File: config.mk
export PLATFORM = sky130hd
export DESIGN_NAME = coeff_replay_fifo_flat
export DESIGN_NICKNAME = d
export VERILOG_FILES = /design/src/rtl/coeff_replay_fifo_if.sv /design/src/rtl/coeff_replay_fifo.sv /design/src/flat_wrapper.sv
export SDC_FILE = /design/constraint.sdc
export NUM_CORES = 1
export LEC_CHECK = 0
export BUFFER_PORTS_ARGS = -buffer_cell sky130_fd_sc_hd__buf_2
export CORE_AREA = 2 2 303 305
export CTS_CLUSTER_SIZE = 16
export DETAILED_ROUTE_END_ITERATION = 8
export DIE_AREA = 0 0 305 307
export GPL_ROUTABILITY_DRIVEN = 0
export PLACE_DENSITY = 0.42
export SLEW_MARGIN = 20
export SYNTH_ARGS = -nofsm -noshare
export SYNTH_HDL_FRONTEND = slang
export SYNTH_SLANG_ARGS = --single-unit
File: constraint.sdc
create_clock -name clk_i -period 5.4 [get_ports clk_i]
set_clock_uncertainty 0.2 [all_clocks]
set_input_delay 1.08 -clock clk_i [delete_from_list [all_inputs] [get_ports clk_i]]
set_output_delay 1.08 -clock clk_i [all_outputs]
set_load 0.01 [all_outputs]
File: src/rtl/coeff_replay_fifo_if.sv
// coeff_replay_fifo_if: bus between the coefficient loader, the replay store and the evaluator
// master: drives wr_en_i, data_i, rd_en_i, redo_i and clear_i; observes the read data and status
// slave : the replay store; drives data_o, rd_valid_o, last_o, start_o, full_o, empty_o and count_o
interface coeff_replay_fifo_if #(
    parameter int DATA_W = 32,
    parameter int DEPTH  = 16
);
    localparam int AW = $clog2(DEPTH);
    logic              wr_en_i;
    logic [DATA_W-1:0] data_i;
    logic              rd_en_i;
    logic              redo_i;
    logic              clear_i;
    logic [DATA_W-1:0] data_o;
    logic              rd_valid_o;
    logic              last_o;
    logic              start_o;
    logic              full_o;
    logic              empty_o;
    logic [AW:0]       count_o;
    modport master (
        output wr_en_i, data_i, rd_en_i, redo_i, clear_i,
        input  data_o, rd_valid_o, last_o, start_o, full_o, empty_o, count_o
    );
    modport slave (
        input  wr_en_i, data_i, rd_en_i, redo_i, clear_i,
        output data_o, rd_valid_o, last_o, start_o, full_o, empty_o, count_o
    );
endinterface

File: src/rtl/coeff_replay_fifo.sv
// coeff_replay_fifo: coefficient store loaded once and replayed cyclically to the evaluator
// clk_i, rstn_i (async assert, sync release, active-low); bus: coeff_replay_fifo_if.slave
module coeff_replay_fifo #(
    parameter int          DATA_W      = 32,
    parameter int          DEPTH       = 16,
    parameter logic [31:0] START_TOKEN = 32'h7F90_0000
) (
    input logic               clk_i,
    input logic               rstn_i,
    coeff_replay_fifo_if.slave bus
);
    localparam int AW = $clog2(DEPTH);
    localparam logic [DATA_W-1:0] TOKEN = DATA_W'(START_TOKEN);
    logic [1:0]        rst_sync;
    logic              rstn;
    logic [AW-1:0]     wr_ptr, rd_ptr, rd_idx;
    logic [AW:0]       count;
    logic [DATA_W-1:0] mem [DEPTH];
    logic              is_tok, wr_ok, tok_ok, rd_ok, rd_last;
    always_ff @(posedge clk_i or negedge rstn_i)
        if (!rstn_i) rst_sync <= '0;
        else rst_sync <= {rst_sync[0], 1'b1};
    assign rstn = rst_sync[1];
    assign bus.count_o = count;
    assign bus.full_o  = count == (AW+1)'(DEPTH);
    assign bus.empty_o = count == '0;
    // redo rewinds before the read so a same-cycle read returns entry 0
    always_comb begin
        is_tok  = bus.data_i == TOKEN;
        wr_ok   = bus.wr_en_i && !is_tok && !bus.full_o && !bus.clear_i;
        tok_ok  = bus.wr_en_i && is_tok && !bus.clear_i && !bus.empty_o;
        rd_ok   = bus.rd_en_i && !bus.empty_o && !bus.clear_i;
        rd_idx  = bus.redo_i ? '0 : rd_ptr;
        rd_last = {1'b0, rd_idx} == count - (AW+1)'(1);
    end
    always_ff @(posedge clk_i)
        if (wr_ok) mem[wr_ptr] <= bus.data_i;
    always_ff @(posedge clk_i or negedge rstn)
        if (!rstn) begin
            wr_ptr         <= '0;
            rd_ptr         <= '0;
            count          <= '0;
            bus.data_o     <= '0;
            bus.rd_valid_o <= 1'b0;
            bus.last_o     <= 1'b0;
            bus.start_o    <= 1'b0;
        end else begin
            bus.start_o    <= tok_ok;
            bus.rd_valid_o <= rd_ok;
            bus.last_o     <= rd_ok && rd_last;
            if (rd_ok) bus.data_o <= mem[rd_idx];
            if (bus.clear_i) begin
                wr_ptr <= '0;
                rd_ptr <= '0;
                count  <= '0;
            end else begin
                if (wr_ok) begin
                    wr_ptr <= wr_ptr + 1'b1;
                    count  <= count + 1'b1;
                end
                if (rd_ok) rd_ptr <= rd_last ? '0 : rd_idx + 1'b1;
                else if (bus.redo_i) rd_ptr <= '0;
            end
        end
endmodule

File: src/flat_wrapper.sv
// flat-port wrapper written by rule: the top's interface ports become plain ports
module coeff_replay_fifo_flat 
#(
    parameter int          DATA_W      = 32,
    parameter int          DEPTH       = 16,
    parameter logic [31:0] START_TOKEN = 32'h7F90_0000
)
  (clk_i, rstn_i, bus_wr_en_i, bus_data_i, bus_rd_en_i, bus_redo_i, bus_clear_i, bus_data_o, bus_rd_valid_o, bus_last_o, bus_start_o, bus_full_o, bus_empty_o, bus_count_o);
  coeff_replay_fifo_if #(.DATA_W(DATA_W), .DEPTH(DEPTH)) bus_i ();
  input logic clk_i;
  input logic rstn_i;
  input wire logic [$bits(bus_i.wr_en_i)-1:0] bus_wr_en_i;
  input wire logic [$bits(bus_i.data_i)-1:0] bus_data_i;
  input wire logic [$bits(bus_i.rd_en_i)-1:0] bus_rd_en_i;
  input wire logic [$bits(bus_i.redo_i)-1:0] bus_redo_i;
  input wire logic [$bits(bus_i.clear_i)-1:0] bus_clear_i;
  output wire logic [$bits(bus_i.data_o)-1:0] bus_data_o;
  output wire logic [$bits(bus_i.rd_valid_o)-1:0] bus_rd_valid_o;
  output wire logic [$bits(bus_i.last_o)-1:0] bus_last_o;
  output wire logic [$bits(bus_i.start_o)-1:0] bus_start_o;
  output wire logic [$bits(bus_i.full_o)-1:0] bus_full_o;
  output wire logic [$bits(bus_i.empty_o)-1:0] bus_empty_o;
  output wire logic [$bits(bus_i.count_o)-1:0] bus_count_o;
  assign bus_i.wr_en_i = bus_wr_en_i;
  assign bus_i.data_i = bus_data_i;
  assign bus_i.rd_en_i = bus_rd_en_i;
  assign bus_i.redo_i = bus_redo_i;
  assign bus_i.clear_i = bus_clear_i;
  assign bus_data_o = bus_i.data_o;
  assign bus_rd_valid_o = bus_i.rd_valid_o;
  assign bus_last_o = bus_i.last_o;
  assign bus_start_o = bus_i.start_o;
  assign bus_full_o = bus_i.full_o;
  assign bus_empty_o = bus_i.empty_o;
  assign bus_count_o = bus_i.count_o;
  coeff_replay_fifo #(.DATA_W(DATA_W), .DEPTH(DEPTH), .START_TOKEN(START_TOKEN)) u_core (.clk_i(clk_i), .rstn_i(rstn_i), .bus(bus_i));
endmodule
# Yosys cells after proc, flatten, opt, wreduce, memory -nomap -nowiden

Memory sizes are Yosys's and may differ from the RTL's. A register that Yosys moved wholly into a read port is not among the register bits.
Index checks and enable logic that the tools add are counted.
Widths: inputs -> output; s select.

Bits in registers: 18
Latch bits: 0
Bits in writable memories: 512
ROM bits: 0
Input bits: 38
Output and inout bits: 42
Memories kept: 1

Memories:

| name       | words | width | read ports | clocked after memory_dff | write ports | line                    | text |
|---|---|---|---|---|---|---|---|
| u_core.mem | 16    | 32    | 1          | 1                        | 1           | coeff_replay_fifo.sv:18 | `logic [DATA_W-1:0] mem [DEPTH];` |

Add/sub/neg operators: 4
Multiply operators: 0
Div/mod/pow operators: 0
Magnitude comparators: 0
Equality and inequality tests: 3
Shift-type cells: 0
Muxes and demuxes: 10
Bitwise logic cells: 0
Reductions and logical operators: 16

Operators by type and width:

| kind                 | number |
|---|---|
| $eq 32x31->1 const B | 1 |
| $mux 4               | 6 |
| $mux 5               | 2 |
| $logic_and 1x1->1    | 9 |
| $add 4x1->4 const B  | 2 |
| $add 5x1->5 const B  | 1 |
| $eq 4x5->1           | 1 |
| $eq 5x5->1 const B   | 1 |
| $logic_not 1->1      | 5 |
| $logic_not 5->1      | 1 |
| $sub 5x1->5 const B  | 1 |
| $mux 1               | 2 |
| $reduce_bool 2->1    | 1 |

# Logic depth before layout (Yosys ltp)

Gate-level depths: netlist (run 1).

Depth after elaboration: 7
Mapped depth: 9
Mapped depth without buffers: 7

# Worst setup path after synthesis (run 1)

No wires, ideal clock.

Path kind: input to register
From: in bus_data_i[20]
To: mem u_core.mem[11][0] (enable)
Setup time: 392 ps
Arrival time: 2639 ps
Required time: 4808 ps
Slack: 2169 ps
Stages on the path: 6
Path buffers: 2
Cell sequence: nor4b_1 > nand2_1 > o41a_1 > buf_2 > clkbuf_1 > and3_1

Cells in the longest elaborated chain, start to end: 7

RTL lines:

| what                           | line                    | text |
|---|---|---|
| from (decl)                    | flat_wrapper.sv:13      | `input wire logic [$bits(bus_i.data_i)-1:0] bus_data_i;` |
| $eq 32x31->1                   | coeff_replay_fifo.sv:29 | `is_tok = bus.data_i == TOKEN;` |
| $logic_not 1->1                | coeff_replay_fifo.sv:30 | `wr_ok = bus.wr_en_i && !is_tok && !bus.full_o && !bus.clear_i;` |
| $logic_and 1x1->1 (3 in a row) | coeff_replay_fifo.sv:30 |  |
| $mux 1                         | coeff_replay_fifo.sv:37 | `if (wr_ok) mem[wr_ptr] <= bus.data_i;` |
| $mux 1 (not written as such)   | coeff_replay_fifo.sv:37 |  |
| to (decl)                      | coeff_replay_fifo.sv:18 |  |

Every way passes these cells.

# Worst setup path in the final report (run 1)

From: reg u_core.count[0] (netlist: u_core.bus.count_o[0])
To: mem u_core.mem[3][13] (enable)

Cells in the longest elaborated chain, start to end: 6

RTL lines:

| what                           | line                    | text |
|---|---|---|
| from (decl)                    | coeff_replay_fifo.sv:17 | `logic [AW:0] count;` |
| from (signal assigned)         | coeff_replay_fifo.sv:59 | `count <= count + 1'b1;` |
| $eq 5x5->1                     | coeff_replay_fifo.sv:25 | `assign bus.full_o = count == (AW+1)'(DEPTH);` |
| $logic_not 1->1                | coeff_replay_fifo.sv:30 |  |
| $logic_and 1x1->1 (2 in a row) | coeff_replay_fifo.sv:30 |  |
| $mux 1                         | coeff_replay_fifo.sv:37 |  |
| $mux 1 (not written as such)   | coeff_replay_fifo.sv:37 |  |

Every way passes these cells.

==> results of run 1 <==
per-layer routing:
layer  vias up  GRT usage  part of all wire
met2       248     0.2167              0.48
met5         -          0                 0
met3        70    0.01861             0.037
met1      6286     0.1765              0.46
met4         0    0.03546             0.019
li1       5596          -                 -
metrics by stage:
step / instance area, µm² / setup WS (ns)
2_1_floorplan: 22350 / 2.169
3_3_place_gp: 24100 / 0.9066
3_5_place_dp: 24130 / 0.9352
4_1_cts: 26110 / 1.335
5_1_grt: 26140 / 1.170
6_report: 26140 / 1.393
worst register-to-register path: cells and delay by family, from the launching register on:
kind / cells / cell delay, ns
and+or+nand+nor: 3 / 1.64
AOI/OAI and AO/OA: 1 / 0.89
DFF: 1 / 0.49
adders and majority gates: 1 / 0.27
buffers and inverters: 1 / 0.10
layout make-up:
class / count / area [µm²] / share of cell area
Timing Repair Buffer: 113 / 753.2 / 0.02882
Antenna cell: 2 / 5.005 / 0.0001915
Clock inverter: 26 / 282.8 / 0.01082
Inverter: 5 / 18.77 / 0.0007181
Clock buffer: 87 / 1683 / 0.06439
Multi-Input combinational cell: 749 / 5274 / 0.2018
Tap cell: 1186 / 1484 / 0.05678
Sequential cell: 562 / 16630 / 0.6365
worst paths after layout:
kind | slack (ns) | cells past startpoint | from | endpoint
worst max-delay path | 1.39 | 6 | u_core.bus.count_o[0] | u_core.mem[3][13]
worst min-delay path | 0.11 | 0 | u_core.rst_sync[1] | u_core.bus.last_o
worst max register to register | 1.39 | 6 | u_core.bus.count_o[0] | u_core.mem[3][13]
worst min register to register | 0.11 | 0 | u_core.rst_sync[1] | u_core.bus.last_o
max in group asynchronous | 3.90 | 1 | u_core.rst_sync[1] | u_core.bus.data_o[7]
min in group clk_i | 0.14 | 0 | u_core.rst_sync[0] | u_core.rst_sync[1]
sequential cells by signal, summed over array words and instances, names as in the netlist:
register and count:
u_core.bus.count_o 5, u_core.bus.data_o 32, u_core.bus.last_o 1, u_core.bus.rd_valid_o 1, u_core.bus.start_o 1, u_core.mem 512
u_core.rd_ptr 4, u_core.rst_sync 2, u_core.wr_ptr 4
power breakdown:
part | switching, mW | total [mW] | internal (mW)
clock | 1.69 | 4.09 | 2.40
sequential | 0.0980 | 4.96 | 4.86
combinational | 0.340 | 0.551 | 0.211
synth_stat cells (2+ instances only):
library cell,n,area (µm²)
nor4_1,4,25.02
o21ai_1,30,150.1
nand2_1,135,506.7
o211ai_2,32,400.4
buf_2,44,220.2
nor2b_4,2,27.53
ha_1,7,87.58
nor2b_1,7,43.79
inv_1,5,18.77
nor3_1,6,30.03
buf_4,7,52.55
and2b_1,3,22.52
nand4_1,6,37.54
and2_1,3,18.77
buf_6,10,112.6
edfxtp_1,512,15370
a21oi_1,97,485.5
mux2i_1,99,991.0
mux2_1,3,33.78
a41oi_1,32,280.3
and3_1,16,100.1
mux4_2,32,720.7
clkbuf_1,28,105.1
nand2b_1,4,25.02
o221ai_1,32,280.3
nor4b_1,3,26.28
nor2_1,139,521.8
o21ai_0,34,170.2
dfrtp_1,50,1251
buf_1,3,11.26
xnor2_1,7,61.31
cell families (layout without fill, tap and decap cells):
family          Yosys count  count (layout)
compound gates          264             264
mux                     135             135
fa+ha+maj                 7               7
other cells               1               3
flops                   562             562
xor+xnor                  8               8
buf+inv                  97             231
simple gates            334             334
==> results.yml, run 1 <==
yosys:
  syn-num-nets: 1453
  synth_compound_area_frac: 0.08172
  synth_edf_count: 512
  syn-instance-count: 1408
  synthArstFlopShare: 0.08897
  synth-simple-area-share: 0.06538
  synth_xor_area_frac: 0.003135
  ys.flop_type: "edfxtp_1"
  netlist_area_um2: 22350
  synth.distinct_cells: 47
  synthMuxAreaShare: 0.07859
  synthAdderAreaFrac: 0.003918
  syn_avg_cell_area_um2: 15.88
  ys.warnings.count: 0
  synth_top_family_by_area: "compound AO/OA/AOI/OAI gates"
  ys_seq_area_frac: 0.7438
  ys_ff_latch: 562
finish:
  layout-drive-gt1-share: 0.1913
  stdcell_count: 2730
  nFillCells: 8983
  utilization: 0.2882
  synthToLayoutAreaGrowth_pct: 16.92
  final_common_cell: "edfxtp_1"
  fin_nets: 1536
  final_cell_mix: "edfxtp_1, nor2_1, nand2_1, mux2i_1, a21oi_1"
clock_tree:
  cts_hold_buf: 1
  clock-sinks: 562
  cts-resized-gates: 0
  ctsLongestPathBuffers: 3
  clk_latency_ns: 0.63
  numCtsBuffers: 60
  cts_tree: "done"
  clockRootBuffer: "clkbuf_16"
  cts.clk_slew.worst_paths_ns: 0.06
  h-tree-depth: 2
  post_cts_buffers: 0
die:
  core_um2: 90690
  num_rows: 111
  start_util: 0.2465
  die_w_um: 305
  die_area_um2: 93640
  die_y_um: 307
  io_pins: 80
run_status:
  outcome: "finished clean"
drt:
  vias: 12200
  ant_nets: 0
  postRouteWirelength_mm: 61.14
  drc_errors: 0
  wl_per_cell_um: 22.40
  viasPerCell: 4.469
  first_pass_iters: 5
  drt-initial-drc-count: 779
global_routing:
  grt-ovfl-total: 0
  antenna_found_initial: 4
  grt_pass1_vias: 12500
  grt_usage: 0.1299
  grt_pass1_wl_mm: 89.09
  grt_start_max_net_pins: 63
setup_path:
  worstSetupPathType: "reg -> reg"
  crit_required_ns: 5.43
  slowest_delay_ns: 1.09
  endpoint_kind: "register"
  path_buf_inv: 1
  cpMaxStageDelayCell: "and3_2"
  crit_path_start_kind: "register"
  cp_cell_sequence: "inv_1 > ha_1 > nor4bb_2 > nor2b_1 > o41a_1 > and3_2"
  crit_path_max_fanout: 32
  crit_family: "simple AND/OR/NAND/NOR gates"
  crit_arrival_ns: 4.03
pwr:
  power.leakage_nw: 8.401
  power.total_mw: 9.601
  powerDensity_nw_per_um2: 367.4
  peakVddDrop_uv: 256.3
sta:
  tightestPinTransition_ns: 1.094
  finalSetupViolations: 0
  min_period_ns: 4.007
  holdWs_ns: 0.1135
  fin_crit_sh: 0.7421
  hold_viol: 0
  fmax_ghz: 0.2495
  slew_viol_final: 0
  slew_headroom: 0.2704
  tns_ns: 0
  rsz0062_at_grt: "no"
placed_design:
  place_inst: 2613
  port_buffers: 79
  dp_hpwl_mm: 34.89
hold_path:
  hp-class: "reg -> async"
flow_run:
  maxCapViolCount: 0
(Power assumes the default switching activity.)
==> run 2, diff against run 1 <==
Settings changed: PLACE_DENSITY 0.42 to 0.43.
Clock period 5.4 ns to 3.6 ns, I/O delays scaled along.
==> results.yml, run 2 (synthesis results as in run 1) <==
sta:
  holdWs_ns: 0.08577
  fin_crit_sh: 0.8869
  slew_viol_final: 0
  hold_viol: 0
  finalSetupViolations: 0
  tightestPinTransition_ns: 0.9664
  min_period_ns: 3.193
  fmax_ghz: 0.3132
  rsz0062_at_grt: "no"
  slew_headroom: 0.3544
pwr:
  power.internal_mw: 11.54
  power.leakage_nw: 8.837
  switching_share: 0.2218
  power_frac_seq: 0.502
  clockPowerShare: 0.437
  pwr-share-comb: 0.062
  powerDensity_nw_per_um2: 547.6
  p_sw_mw: 3.289
  peakVddDrop_uv: 319.2
global_routing:
  grt-ovfl-total: 0
  grt_use_met1: 0.1909
  grt_usage: 0.1396
  grt_start_max_net_pins: 100
  grt_util_met2: 0.2321
  grt_pass1_wl_mm: 95.81
  grt_pass1_vias: 13250
  busiest_layer: "met2"
  use_met3: 0.02240
  antenna_found_initial: 3
finish:
  nFillCells: 8967
  layout-drive-gt1-share: 0.2251
  final_common_cell: "edfxtp_1"
  fin_area_um2: 27080
  final_cell_mix: "edfxtp_1, nor2_1, nand2_1, mux2i_1, a21oi_1"
  top_register: "u_core.mem"
  synthToLayoutAreaGrowth_pct: 21.13
  fin_nets: 1597
  n_antenna_cell: 0
  largest_reg_flops: 512
die:
  die_area_um2: 93640
  die_w_um: 305
  die_y_um: 307
  core_um2: 90690
  num_rows: 111
  io_pins: 80
  start_util: 0.2465
setup_path:
  worstSetupPathType: "in -> reg"
  rr_endpoint: "u_core.mem[7][15]"
  crit_path_max_fanout: 17
  slowest_delay_ns: 0.70
  cpMaxStageDelayCell: "nor4_1"
  reg2reg_slack_ns: 0.56
  path_buf_inv: 3
  reg2regPathDepth: 7
  crit_required_ns: 3.90
  endpoint_kind: "register"
  cp_cell_sequence: "buf_2 > nor4_1 > nand4_1 > buf_4 > o41a_1 > buf_4 > nand4_1 > mux2_1"
  crit_arrival_ns: 3.49
  crit_path_start_kind: "input pin"
  crit_family: "simple AND/OR/NAND/NOR gates"
  timing.rr.start: "u_core.bus.count_o[1]"
drt:
  drt-initial-drc-count: 857
  wl_per_cell_um: 23.49
  drc_errors: 0
  first_pass_iters: 5
  viasPerCell: 4.535
  vias: 12650
  ant_nets: 0
  postRouteWirelength_mm: 65.53
clock_tree:
  ctsLongestPathBuffers: 3
  clock-sinks: 562
  cts_tree: "done"
  post_cts_buffers: 0
  numCtsBuffers: 61
  clockRootBuffer: "clkbuf_16"
  cts.clk_slew.worst_paths_ns: 0.06
  h-tree-depth: 2
  clk_latency_ns: 0.62
  cts-resized-gates: 0
placed_design:
  dp_hpwl_mm: 39.91
  port_buffers: 79
  placed_area_um2: 24980
run_status:
  outcome: "finished clean"
hold_path:
  hp-class: "reg -> async"
flow_run:
  maxCapViolCount: 0
-- run 2: cell count changes in the layout (fill, tap and decap cells not counted), moves of 2 or more --
| cell | delta |
|---|---|
| clkinv_2 | -4 |
| and3_4 | -2 |
| and3_2 | +2 |
| diode_2 | -2 |
| clkinv_8 | -3 |
| clkbuf_16 | +3 |
| bufinv_16 | +3 |
| buf_4 | +29 |
| inv_6 | +3 |
| clkbuf_8 | -3 |
| buf_12 | +31 |
| clkinvlp_4 | +6 |
| clkinv_1 | -4 |
-- run 2: worst max path at each step --
stage,slack (ns),from,endpoint,cells after the start
5_1_grt,0.27,bus_data_i[6],u_core.bus.count_o[3],8
3_5_place_dp,-0.30,bus_data_i[6],u_core.bus.count_o[4],8
4_1_cts,0.36,bus_data_i[6],u_core.bus.count_o[4],8
3_3_place_gp,-0.37,bus_data_i[6],u_core.bus.count_o[4],8
2_1_floorplan,0.51,u_core.bus.count_o[0],u_core.mem[11][0],8
6_report,0.41,bus_data_i[6],u_core.bus.count_o[4],8
-- run 2: what timing repair did --
| action | CTS | global route |
|---|---|---|
| endpoints found under the hold margin | 2 | 0 |
| endpoints found under the setup margin | 0 | 0 |
| hold buffers | 1 | 0 |
-- run 2: cell type report --
| type | count | area (µm²) | share of cell area |
|---|---|---|---|
| clock buffers | 87 | 1717 | 0.06340 |
| clock inverters | 28 | 369.1 | 0.01363 |
| inverters | 5 | 18.77 | 0.0006932 |
| multi-input cells | 749 | 5261 | 0.1943 |
| flip-flops and latches | 562 | 16630 | 0.6144 |
| well taps | 1186 | 1484 | 0.05481 |
| repair buffers | 173 | 1592 | 0.05878 |
-- run 2: through the flow --
stage / cells / TNS (ns) / total power [mW] / utilization / worst slack [ns]
after global placement: 2674 / -150.38 / 8.524 / 0.2754 / -0.3667
after floorplan: 1408 / 0 / 7.965 / - / 0.5102
after detailed placement: 2674 / -122.01 / 8.528 / 0.2754 / -0.2968
after global routing: 2790 / 0 / 15.37 / 0.2986 / 0.2676
after CTS: 2790 / 0 / 15.06 / 0.2986 / 0.3603
final: 2790 / 0 / 14.83 / 0.2986 / 0.4071
-- run 2: metal layers --
| metal | vias to the layer above | share of wire |
|---|---|---|
| met2 | 257 | 0.48 |
| met5 | - | 0 |
| met3 | 86 | 0.041 |
| li1 | 5729 | - |
| met4 | 0 | 0.018 |
| met1 | 6580 | 0.46 |
-- run 2: power groups by stage --
stage	clock network (mW)	logic, mW	registers [mW]
finish	6.48	0.913	7.44
global route	6.91	1.00	7.46
CTS	6.66	0.947	7.45
detailed placement	0	0.944	7.58
global placement	0	0.935	7.59
floorplan	0	0.390	7.58
==> run 3, diff against run 2 <==
Settings changed: BUFFER_PORTS_ARGS -buffer_cell sky130_fd_sc_hd__buf_2 to -buffer_cell sky130_fd_sc_hd__buf_4.
==> results.yml, run 3 (synthesis results as in run 1) <==
hold_path:
  min_to: "u_core.rst_sync[1]"
  hp-class: "reg -> reg"
  hold_path_depth: 0
  hold_start: "u_core.rst_sync[0]"
flow_run:
  maxCapViolCount: 0
pwr:
  powerDensity_nw_per_um2: 551.3
  power_frac_seq: 0.498
  clockPowerShare: 0.439
  power.internal_mw: 11.70
  switching_share: 0.2187
  power.leakage_nw: 8.849
  p_sw_mw: 3.275
  peakVddDrop_uv: 327.4
  pwr-share-comb: 0.063
setup_path:
  reg2reg_slack_ns: 0.69
  rr_endpoint: "u_core.bus.data_o[22]"
  reg2regPathDepth: 7
  worstSetupPathType: "reg -> out"
  crit_arrival_ns: 2.01
  crit_path_max_fanout: 6
  timing.rr.start: "u_core.bus.count_o[1]"
  crit_path_start_kind: "register"
  endpoint_kind: "primary output"
  crit_required_ns: 2.68
finish:
  synthToLayoutAreaGrowth_pct: 21.51
  largest_reg_flops: 512
  layout-drive-gt1-share: 0.2191
  fin_nets: 1578
  final_common_cell: "edfxtp_1"
  n_antenna_cell: 0
  top_register: "u_core.mem"
  final_cell_mix: "edfxtp_1, nor2_1, nand2_1, buf_4, mux2i_1"
drt:
  postRouteWirelength_mm: 63.00
  vias: 12540
  first_pass_iters: 4
  wl_per_cell_um: 22.74
  drc_errors: 0
  ant_nets: 0
  viasPerCell: 4.525
  drt-initial-drc-count: 902
sta:
  min_period_ns: 2.926
  holdWs_ns: 0.1516
  finalSetupViolations: 0
  fmax_ghz: 0.3418
  fin_crit_sh: 0.8127
  slew_headroom: 0.3939
  tightestPinTransition_ns: 0.9092
  tns_ns: 0
  slew_viol_final: 0
  rsz0062_at_grt: "no"
  hold_viol: 0
clock_tree:
  clockRootBuffer: "clkbuf_16"
  cts.clk_slew.worst_paths_ns: 0.06
  h-tree-depth: 2
  cts_tree: "done"
  numCtsBuffers: 59
  clock-sinks: 562
  clk_latency_ns: 0.63
  cts-resized-gates: 0
  ctsLongestPathBuffers: 3
die:
  io_pins: 80
  num_rows: 111
  core_um2: 90690
  die_w_um: 305
  start_util: 0.2465
  die_y_um: 307
  die_area_um2: 93640
global_routing:
  grt_pass1_wl_mm: 91.71
  grt_pass1_vias: 12760
  grt-ovfl-total: 0
  grt_usage: 0.1338
  grt_start_max_net_pins: 101
  antenna_found_initial: 1
placed_design:
  dp_hpwl_mm: 37.09
  port_buffers: 79
run_status:
  outcome: "finished clean"
[run 3: layout make-up]
| cell class | count | area [µm²] |
|---|---|---|
| timing repair buffer | 156 | 1649 |
| inverter | 5 | 18.77 |
| fill | 8928 | 63530 |
| sequential | 562 | 16630 |
| clock buffer | 83 | 1688 |
| multi-input combinational | 749 | 5261 |
| tap | 1186 | 1484 |
| clock inverter | 29 | 425.4 |
[run 3: timing repair]
| action | in CTS | in global routing |
|---|---|---|
| hold buffers | 1 | 0 |
| buffers inserted | 0 | 0 |
| hold endpoints to repair | 2 | 0 |
[run 3: worst max path at each step]
stage                                      end                   from  slack [ns]
after floorplan              u_core.mem[11][0]  u_core.bus.count_o[0]        0.51
after global placement      u_core.mem[13][22]          bus_data_i[8]        0.45
after CTS                          bus_empty_o  u_core.bus.count_o[1]        0.65
final                              bus_empty_o  u_core.bus.count_o[1]        0.67
after global routing      u_core.bus.data_o[5]  u_core.bus.count_o[1]        0.43
after detailed placement     u_core.mem[13][0]         bus_data_i[10]        0.38
[run 3: stage by stage]
step                      utilization  total power, mW  worst slack (ns)  instance area, µm²  std cells
after floorplan                     -            7.965            0.5102               22350       1408
after global placement         0.2761            8.567            0.4475               25040       2657
after detailed placement       0.2761            8.573            0.3800               25040       2657
after CTS                      0.2995            15.19            0.6525               27160       2770
after global routing           0.2995            15.51            0.4275               27160       2770
final                          0.2995            14.97            0.6743               27160       2770
[run 3: worst max-delay path, stage by stage (launching register included)]
cell and delay, ns:
dfrtp_1 0.44, inv_1 0.08, ha_1 0.22, nor4b_4 0.31, buf_4 0.22, buf_4 0.13
[run 3: layer usage]
layer	up-vias	global-route usage	wire (µm)
met3	85	0.02240	2741
li1	5685	-	-
met2	248	0.2181	29980
met1	6515	0.1838	28940
met5	-	0	13
met4	2	0.03696	1318
[run 3: power groups by stage]
| stage | clock [mW] | combinational, mW | sequential, mW |
|---|---|---|---|
| 2_1_floorplan | 0 | 0.390 | 7.58 |
| 3_3_place_gp | 0 | 0.964 | 7.60 |
| 3_5_place_dp | 0 | 0.974 | 7.60 |
| 4_1_cts | 6.74 | 0.978 | 7.46 |
| 5_1_grt | 7.00 | 1.04 | 7.47 |
| 6_report | 6.57 | 0.946 | 7.45 |
